## src/rtl/ram_arbiter.sv

```systemverilog
// ram_arbiter: shares the single data RAM between the CPU controller (cpu)
// and the program/debug loader (ldr). Each access is a fixed four-cycle
// transaction IDLE -> ACC -> WAIT -> RESP with round-robin arbitration and an
// optional loader lock that keeps the loader in control across bursts.
//
// Ports:
//   clk, rst                    clock and asynchronous active-low reset
//   cpu_req/we/addr/wdata       CPU request (level) and its access details
//   cpu_gnt, cpu_done           one-cycle accept / complete pulses to the CPU
//   ldr_req/we/addr/wdata/lock  loader request, access details and bus lock
//   ldr_gnt, ldr_done           one-cycle accept / complete pulses to the loader
//   rd_data                     read data, valid while done pulses for a read
//   ram_ena/read/write          RAM control strobes (only this block drives them)
//   ram_addr, ram_wdata         RAM address and write data
//   ram_rdata                   RAM read data, one cycle after ram_read
// All outputs are registered.
module ram_arbiter #(
  parameter int unsigned AW = 8,
  parameter int unsigned DW = 8
) (
  input  logic          clk,
  input  logic          rst,
  input  logic          cpu_req,
  input  logic          cpu_we,
  input  logic [AW-1:0] cpu_addr,
  input  logic [DW-1:0] cpu_wdata,
  output logic          cpu_gnt,
  output logic          cpu_done,
  input  logic          ldr_req,
  input  logic          ldr_we,
  input  logic [AW-1:0] ldr_addr,
  input  logic [DW-1:0] ldr_wdata,
  input  logic          ldr_lock,
  output logic          ldr_gnt,
  output logic          ldr_done,
  output logic [DW-1:0] rd_data,
  output logic          ram_ena,
  output logic          ram_read,
  output logic          ram_write,
  output logic [AW-1:0] ram_addr,
  output logic [DW-1:0] ram_wdata,
  input  logic [DW-1:0] ram_rdata
);

  typedef enum logic [1:0] {
    S_IDLE = 2'd0,
    S_ACC  = 2'd1,
    S_WAIT = 2'd2,
    S_RESP = 2'd3
  } state_t;

  typedef enum logic {
    OWN_CPU = 1'b0,
    OWN_LDR = 1'b1
  } owner_t;

  state_t          state_q, state_d;
  owner_t          owner_q, owner_d;
  owner_t          last_q, last_d;
  logic            we_q, we_d;

  logic            ldr_win;
  logic            sel_we;
  logic            cpu_gnt_d, ldr_gnt_d, cpu_done_d, ldr_done_d;
  logic            ram_ena_d, ram_read_d, ram_write_d;
  logic [AW-1:0]   ram_addr_d;
  logic [DW-1:0]   ram_wdata_d;
  logic [DW-1:0]   rd_data_d;

  // State, transaction and output registers; reset drops every strobe at once.
  always_ff @(posedge clk or negedge rst) begin
    if (!rst) begin
      state_q   <= S_IDLE;
      owner_q   <= OWN_CPU;
      last_q    <= OWN_LDR;
      we_q      <= 1'b0;
      cpu_gnt   <= 1'b0;
      ldr_gnt   <= 1'b0;
      cpu_done  <= 1'b0;
      ldr_done  <= 1'b0;
      ram_ena   <= 1'b0;
      ram_read  <= 1'b0;
      ram_write <= 1'b0;
      ram_addr  <= '0;
      ram_wdata <= '0;
      rd_data   <= '0;
    end else begin
      state_q   <= state_d;
      owner_q   <= owner_d;
      last_q    <= last_d;
      we_q      <= we_d;
      cpu_gnt   <= cpu_gnt_d;
      ldr_gnt   <= ldr_gnt_d;
      cpu_done  <= cpu_done_d;
      ldr_done  <= ldr_done_d;
      ram_ena   <= ram_ena_d;
      ram_read  <= ram_read_d;
      ram_write <= ram_write_d;
      ram_addr  <= ram_addr_d;
      ram_wdata <= ram_wdata_d;
      rd_data   <= rd_data_d;
    end
  end

  // Next-state and next-output logic. Outputs are computed one state ahead so
  // that the registered versions line up with the state they belong to.
  always_comb begin
    state_d     = state_q;
    owner_d     = owner_q;
    last_d      = last_q;
    we_d        = we_q;
    cpu_gnt_d   = 1'b0;
    ldr_gnt_d   = 1'b0;
    cpu_done_d  = 1'b0;
    ldr_done_d  = 1'b0;
    ram_ena_d   = 1'b0;
    ram_read_d  = 1'b0;
    ram_write_d = 1'b0;
    ram_addr_d  = ram_addr;
    ram_wdata_d = ram_wdata;
    rd_data_d   = rd_data;

    // Loader wins when alone, when the CPU had the last turn, or when it
    // holds the lock after its own transaction.
    ldr_win = ldr_req && (!cpu_req || (last_q == OWN_CPU) || ldr_lock);
    sel_we  = ldr_win ? ldr_we : cpu_we;

    unique case (state_q)
      S_IDLE: begin
        if (cpu_req || ldr_req) begin
          state_d     = S_ACC;
          owner_d     = ldr_win ? OWN_LDR : OWN_CPU;
          we_d        = sel_we;
          ram_addr_d  = ldr_win ? ldr_addr : cpu_addr;
          ram_wdata_d = ldr_win ? ldr_wdata : cpu_wdata;
          ram_ena_d   = 1'b1;
          ram_read_d  = !sel_we;
          ram_write_d = sel_we;
          cpu_gnt_d   = !ldr_win;
          ldr_gnt_d   = ldr_win;
        end
      end
      S_ACC: begin
        state_d = S_WAIT;
      end
      S_WAIT: begin
        state_d = S_RESP;
        if (!we_q) rd_data_d = ram_rdata;
        cpu_done_d = (owner_q == OWN_CPU);
        ldr_done_d = (owner_q == OWN_LDR);
      end
      S_RESP: begin
        state_d = S_IDLE;
        last_d  = owner_q;
      end
      default: begin
        state_d = S_IDLE;
      end
    endcase
  end

endmodule

```

## config.mk

```make
export PLATFORM = sky130hd
export DESIGN_NAME = ram_arbiter
export DESIGN_NICKNAME = d
export VERILOG_FILES = /design/src/rtl/ram_arbiter.sv
export SDC_FILE = /design/constraint.sdc
export NUM_CORES = 1
export LEC_CHECK = 0
export ABC_AREA = 0
export CELL_PAD_IN_SITES_DETAIL_PLACEMENT = 0
export CELL_PAD_IN_SITES_GLOBAL_PLACEMENT = 1
export CORE_MARGIN = 2
export CORE_UTILIZATION = 33
export CTS_CLUSTER_SIZE = 30
export DETAILED_ROUTE_END_ITERATION = 8
export HOLD_SLACK_MARGIN = 0.12
export MAX_ROUTING_LAYER = met4
export PLACE_DENSITY_LB_ADDON = 0.1
export SYNTH_ARGS = -nofsm -noshare
export SYNTH_HDL_FRONTEND = slang
export SYNTH_SLANG_ARGS = --single-unit
```

## constraint.sdc

```tcl
create_clock -name clk -period 4.34 [get_ports clk]
set_input_delay 0.434 -clock clk [delete_from_list [all_inputs] [get_ports clk]]
set_output_delay 0.434 -clock clk [all_outputs]
set_load 0.01 [all_outputs]
```

# Word level (Yosys, flattened, before mapping)
# Index checks and enable logic that the tools add are counted.
# totals
out_inout_bits,31
register_bits,36
in_bits,47
wordCells,49
# classes
eq_ne,4
n_mux,18
reduce_logical,10
bitwise_logic,3
# ops
op,n
$mux 8,2
$mux 1,14
$pmux 2 s4,1
$eq 2x2->1 const B,2
$reduce_and 2->1,2
$logic_not 1->1,3
$logic_or 1x1->1,3
$not 1->1,3
$eq 2x1->1 const B,1
$logic_not 2->1,1
$mux 2,1
$ne 2x2->1 const B,1
$logic_and 1x1->1,1

# Depth between registers and ports, before layout
# Gate-level depths: netlist of run 1.
# depth
ltp_word,8
ltp_mapped,8
mapped_depth_nobuf,6

# Least setup slack after synthesis of run 1
# Ideal clock, no wire load.
# synth_path
path_kind,register -> register
start,register state_q[0]
end,register ram_wdata[7]
slack_ns,2.881
stages_incl_launch_ff,7
t_required_ns,4.214
arrival_time_ns,1.333
period_less_slack_ns,1.459
path_cell_list,dfrtp_1 -> inv_1 -> ha_1 -> buf_4 -> o21ai_1 -> buf_4 -> a221o_1
# synth_between
elab_chain_cells,2
# synth_lines
element,line,text
start: declaration,57,"state_t state_q, state_d;"
start signal: assignment,88,state_q <= state_d;
$logic_not 2->1,128,unique case (state_q)
$reduce_and 2->1 (no line),n/a,
end signal: assignment,100,ram_wdata <= ram_wdata_d;
end: declaration,41,"output logic [DW-1:0] ram_wdata,"
# No other way between the ends.
# A chain may end at the register's enable or synchronous reset.

# Worst setup path in the final report of run 1
# layout_path
start,input ldr_req
end,register ram_wdata[6]
# layout_between
elab_chain_cells,2
# layout_lines
element,line,text
start: declaration,29,"input logic ldr_req,"
$logic_and 1x1->1 / $logic_or 1x1->1 (equally long branches),"125, 130",
$mux 8 / $reduce_and 2->1 (equally long branches),n/a,
# Several ways; a longest one is shown, not always the timed one.

==> results.py, run 1 <==
metrics = {
    "power_and_ir_drop": {
        "ir_drop_uv": 280,
        "power_frac_comb_pct": 46.7,
        "power_density_nw_per_um2": 646,
        "clock_power_share_pct": 17.7,
        "power.total_w": 0.00164,
        "p_leak_nw": 1.06,
        "power.share.switching_pct": 33.6,
        "power_frac_seq_pct": 35.6,
        "power_switching_w": 0.000551,
        "internal_power_w": 0.00109,
    },
    "routing": {
        "avgRoutedWirePerCell_um": 15.0,
        "drc": 0,
        "dr.pass1.iters": 4,
        "vias_per_cell": 4.76,
        "postRouteAntennaNets": 0,
        "num_vias": 1362,
        "wl_um": 4300,
        "drt_iter0_drc": 98,
    },
    "cts": {
        "ctsHtreeMaxLevel": 2,
        "root_buffer": "clkbuf_8",
        "path_clk_slew_ns": 0.07,
        "cts_resized": 0,
        "cts_inserted_buffers": 5,
        "clk_latency_ns": 0.29,
        "clk_path_buf_depth": 2,
        "cts_sinks": 36,
        "cts_setup_buffers": 0,
        "cts_hold_buf": 0,
        "cts_tree": "done",
    },
    "min_path": {
        "hold_path_class": "input pin to asynchronous set/reset pin",
    },
    "floorplanning": {
        "die_w_um": 74.8,
        "die_h_um": 74.8,
        "floorplan.die_area_um2": 5600,
        "initial_core_util_pct": 34.6,
        "num_io_pins": 78,
        "rows": 25,
        "coreArea_um2": 4790,
    },
    "yosys": {
        "syn-mean-instance-area_um2": 11.3,
        "yosysTopAreaCell": "dfrtp_1",
        "yosys_register_bits": 36,
        "synthFlopType": "dfrtp_1",
        "synth_area_um2": 1660,
        "ys_seq_area_share_pct": 54.5,
        "yosysUniqueCellTypes": 31,
        "yosysTopAreaCellShare_pct": 52.9,
        "synth_top_family_by_area": "simple AND/OR/NAND/NOR gates",
        "synth-edff-count": 0,
        "synth_fa_ha_area_share_pct": 3.02,
        "synth.area.top_cells": "dfrtp_1 (53%), nand2_1 (6.8%), o211ai_2 (6.8%), nand4_1 (5.7%), mux2_2 (4.8%)",
        "synth_nets": 197,
        "yosysWarnings": 0,
        "syn_inst": 146,
        "synth_xor_xnor_area_share_pct": 0,
        "synthSimpleGateAreaFrac_pct": 17.3,
        "synth_compound_area_share_pct": 12.9,
        "muxShareOfSynthArea_pct": 6.80,
        "synthArstFlopShare_pct": 100,
    },
    "placed_design": {
        "place_ws_ns": 1.38,
        "port_buffers": 77,
        "hpwlAfterDp_um": 3180,
        "gp_congestion": 0.676,
    },
    "timing": {
        "max_freq_ghz": 0.379,
        "setup_slack_ns": 1.70,
        "rsz0062_at_grt": "false",
        "min_period_ns": 2.64,
        "slew_headroom_pct": 41.2,
        "fin_crit_sh_pct": 60.9,
        "tightest_slew_ns": 0.882,
        "clock_skew_ns": 0.00524,
        "hold_viol": 0,
        "setup_viol": 0,
        "final.setup.tns_ns": 0,
        "finalMaxSlewViolations": 0,
    },
    "setup_path": {
        "critPathKind": "input pin to flip-flop",
        "cp-start-kind": "input pin",
        "crit_arrival_ns": 2.79,
        "startpoint": "ldr_req",
        "cp_max_fo": 22,
        "required_ns": 4.49,
        "rr_startpoint": "state_q[0]$_DFFE_PN0P_",
        "endpoint_kind": "flip-flop",
    },
    "cells_and_area": {
        "num_antenna_cells": 0,
        "areaGrowthSynthToFinish_pct": 53.5,
        "fillers": 445,
        "drive_gt1_share_pct": 13.2,
        "fin_util_pct": 53.1,
        "regArea_um2": 902,
        "mostFrequentLayoutCell": "clkdlybuf4s50_1",
        "multiInputGateArea_um2": 667,
        "nets": 269,
        "layout_common_cells": "clkdlybuf4s50_1 (76), dfrtp_1 (35), nand2_1 (30), nand4_1 (15), o211ai_2 (9)",
    },
    "global_routing": {
        "grt_pass1_wl_um": 6930,
        "grt_pass1_vias": 1465,
        "antenna_found_initial": 0,
        "grt_max_degree": 37,
        "track_usage_pct": 17.2,
        "grt_overflow": 0,
    },
    "flow_run": {
        "cap_violations": 0,
    },
    "status": {
        "status": "complete, no violations",
    },
}
worst paths after layout:
kind                                       endpoint  slack, ns  depth (start not counted)
min                          rd_data[2]$_DFFE_PN0P_       0.23                          1
min in group clk                 cpu_done$_DFF_PN0_       0.49                          1
max                        ram_wdata[6]$_DFFE_PN0P_       1.70                          5
max in group asynchronous  ram_wdata[1]$_DFFE_PN0P_       3.61                          1
max reg2reg                 ram_addr[2]$_DFFE_PN0P_       2.01                          6
min reg2reg                      cpu_done$_DFF_PN0_       0.49                          1
cells in the mapped netlist, types with 3 or more instances:
cell type and instances:
buf_2 6, mux2_1 3, ha_1 4, buf_4 4, mux2_2 7, o211ai_1 6
o211ai_2 9, inv_1 3, nand4_1 15, dfrtp_1 35, nand2_1 30
sequential cells by signal (all words and copies together), names as in the netlist, 2 cells and up:
| signal | cells |
|---|---|
| state_q | 2 |
| ram_wdata | 8 |
| rd_data | 8 |
| ram_addr | 8 |
kinds of logic (layout without fill, tap and decap cells):
logic type,Yosys count,after routing
AO/OA/AOI/OAI,23,23
adder cells (fa/ha/maj),4,4
buffers and inverters,16,89
flip-flops,36,36
multiplexers,10,10
AND/OR/NAND/NOR,57,57
metrics by stage:
stage	hold slack [ns]	cell area, um2	std cells
floorplan	0.138	1660	146
global placement	0.477	2430	278
detailed placement	0.488	2430	278
CTS	0.248	2540	286
global route	0.285	2540	286
finish	0.227	2540	286
metal layers:
metal  global-route usage (%)  wire length (um)  up-vias
li1                         -                 -      658
met1                     20.2              1780      644
met2                     28.7              2150       53
met3                     4.55               304        7
met4                     5.95                68        0
met5                        -                 0        -
worst max-delay path, stage by stage:
cell	delay, ns
clkdlybuf4s50_1	0.83
o21ai_2	0.91
inv_2	0.34
nand2_1	0.18
o211ai_2	0.08
layout make-up:
type                    count  share of cell area [%]
clock buffers               6                    2.86
flip-flops and latches     36                    35.5
well taps                  67                    3.30
clock inverters             2                    1.38
multi-input cells          94                    26.2
inverters                   4                   0.591
repair buffers             77                    30.1
power by group through the flow:
stage / Combinational, W / Clock (W) / Sequential [W]
final: 0.000767 / 0.000290 / 0.000585
after global routing: 0.000843 / 0.000313 / 0.000607
after CTS: 0.000780 / 0.000299 / 0.000587
after detailed placement: 0.000779 / 0 / 0.000593
after global placement: 0.000753 / 0 / 0.000585
after floorplan: 0.000348 / 0 / 0.000640
Power figures use the tool's default switching activity.
==> inputs of run 2 (changes only) <==
--- a/config.mk
+++ b/config.mk
@@ -9,7 +9,7 @@
 export CELL_PAD_IN_SITES_DETAIL_PLACEMENT = 0
 export CELL_PAD_IN_SITES_GLOBAL_PLACEMENT = 1
 export CORE_MARGIN = 2
-export CORE_UTILIZATION = 33
+export CORE_UTILIZATION = 30
 export CTS_CLUSTER_SIZE = 30
 export DETAILED_ROUTE_END_ITERATION = 8
 export HOLD_SLACK_MARGIN = 0.12
==> constraint.sdc (replaced) <==
create_clock -name clk -period 2.47 [get_ports clk]
set_input_delay 0.247 -clock clk [delete_from_list [all_inputs] [get_ports clk]]
set_output_delay 0.247 -clock clk [all_outputs]
set_load 0.01 [all_outputs]
==> run 2 against run 1 <==
  * Worst setup slack got worse by 1.1 ns
  * Combinational power increased by 79%
  * Global-route usage decreased by 2.0 points
  * Highest routed layer unchanged
==> results.py, run 2 (synthesis results as in run 1) <==
metrics = {
    "status": {
        "status": "complete, no violations",
    },
    "timing": {
        "hold_viol": 0,
        "slew_headroom_pct": 46.6,
        "clock_skew_ns": 0.00431,
        "rsz0062_at_grt": "false",
        "min_period_ns": 1.82,
        "finalMaxSlewViolations": 0,
        "tightest_slew_ns": 0.800,
        "fin_crit_sh_pct": 73.9,
        "setup_viol": 0,
        "max_freq_ghz": 0.548,
        "final.setup.tns_ns": 0,
    },
    "floorplanning": {
        "floorplan.die_area_um2": 6130,
        "initial_core_util_pct": 30.6,
        "die_h_um": 78.3,
        "rows": 27,
        "coreArea_um2": 5410,
        "num_io_pins": 78,
        "die_w_um": 78.3,
    },
    "global_routing": {
        "grt_pass1_vias": 1495,
        "grt_pass1_wl_um": 7130,
        "grt_overflow": 0,
        "grt_max_degree": 37,
        "track_usage_pct": 15.2,
        "antenna_found_initial": 0,
    },
    "cells_and_area": {
        "mostFrequentLayoutCell": "clkdlybuf4s50_1",
        "drive_gt1_share_pct": 14.7,
        "nets": 274,
        "final_cells": 296,
        "reg_top3": "ram_addr x8, ram_wdata x8, rd_data x8",
        "areaGrowthSynthToFinish_pct": 56.3,
        "layout_common_cells": "clkdlybuf4s50_1 (76), dfrtp_1 (35), nand2_1 (30), nand4_1 (15), o211ai_2 (9)",
        "multiInputGateArea_um2": 667,
        "regArea_um2": 902,
        "num_antenna_cells": 0,
        "fillers": 511,
    },
    "cts": {
        "clk_path_buf_depth": 2,
        "ctsHtreeMaxLevel": 2,
        "clk_latency_ns": 0.28,
        "cts_sinks": 36,
        "cts_setup_buffers": 0,
        "root_buffer": "clkbuf_8",
        "cts_resized": 0,
        "path_clk_slew_ns": 0.07,
        "cts_inserted_buffers": 5,
        "cts_tree": "done",
    },
    "power_and_ir_drop": {
        "ir_drop_uv": 455,
        "power_density_nw_per_um2": 1120,
        "p_leak_nw": 1.09,
    },
    "placed_design": {
        "hpwlAfterDp_um": 3090,
        "dp_cells": 287,
        "gp_congestion": 0.762,
        "port_buffers": 77,
    },
    "routing": {
        "dr.pass1.iters": 2,
        "wl_um": 4250,
        "route.met3.wl_um": 281,
        "avgRoutedWirePerCell_um": 14.4,
        "drt_iter0_drc": 61,
        "vias_per_cell": 4.69,
        "drc": 0,
        "postRouteAntennaNets": 0,
        "wl_met1_um": 1850,
        "wl_met2_um": 2070,
        "num_vias": 1388,
        "routed.top_layer": "met4",
    },
    "min_path": {
        "hold_path_class": "flip-flop to flip-flop",
    },
    "setup_path": {
        "r2r_end": "ram_addr[5]$_DFFE_PN0P_",
        "rrSetupSlack_ns": 0.65,
        "startpoint": "state_q[0]$_DFFE_PN0P_",
        "endpoint_kind": "flip-flop",
        "cp-start-kind": "flip-flop",
        "crit_end": "ram_addr[5]$_DFFE_PN0P_",
        "critPathKind": "flip-flop to flip-flop",
        "rr_startpoint": "state_q[0]$_DFFE_PN0P_",
        "cp_max_fo": 19,
        "crit_arrival_ns": 2.02,
        "reg2reg_depth": 7,
        "required_ns": 2.66,
    },
    "flow_run": {
        "cap_violations": 0,
    },
}
## run 2: worst min path at each step
stage	from	end	slack, ns	depth (start not counted)
after CTS	owner_q$_DFFE_PN0P_	cpu_done$_DFF_PN0_	0.49	1
after floorplan	rst	cpu_done$_DFF_PN0_	-0.05	0
final	owner_q$_DFFE_PN0P_	cpu_done$_DFF_PN0_	0.49	1
after detailed placement	rst	rd_data[5]$_DFFE_PN0P_	0.38	1
after global placement	rst	rd_data[5]$_DFFE_PN0P_	0.37	1
after global routing	rd_data[6]$_DFFE_PN0P_	rd_data[6]$_DFFE_PN0P_	0.51	1
## run 2: area by class of cell
type | count | share of cell area [%]
clock inverter | 2 | 1.35
tap | 72 | 3.48
timing repair buffer | 82 | 31.1
inverter | 4 | 0.580
clock buffer | 6 | 2.80
multi-input combinational | 94 | 25.8
sequential | 36 | 34.9
## run 2: through the flow
step | cell area (um2) | utilization [%] | power, W | setup slack (ns) | hold WS (ns)
after global routing | 2590 | 47.9 | 0.00311 | 0.444 | 0.510
after detailed placement | 2470 | 45.7 | 0.00243 | 0.419 | 0.379
after global placement | 2470 | 45.7 | 0.00239 | 0.521 | 0.370
after CTS | 2590 | 47.9 | 0.00295 | 0.603 | 0.492
final | 2590 | 47.9 | 0.00290 | 0.645 | 0.486
after floorplan | 1660 | - | 0.00174 | 1.01 | -0.0486
## run 2: critical path, stage by stage (launching register included)
cell and delay (ns):
dfrtp_1 0.38, inv_1 0.12, ha_1 0.16, buf_4 0.23, o21ai_2 0.22, inv_2 0.33
nand2_1 0.10, o211ai_1 0.18
## run 2: repair_timing
| action | CTS | global route |
|---|---|---|
| setup endpoints to repair | 0 | 0 |
| hold buffers | 1 | 0 |
| hold endpoints to repair | 35 | 0 |
## run 2: routing by layer
layer	track usage [%]	up-vias
met5	-	-
met4	4.91	0
met3	4.71	6
met2	23.9	50
met1	18.9	663
li1	-	669
## run 2: power breakdown
group	switching (W)	internal, W
clock	0.000204	0.000299
sequential	0.000148	0.000876
combinational	0.000610	0.000760
total	0.000963	0.00194
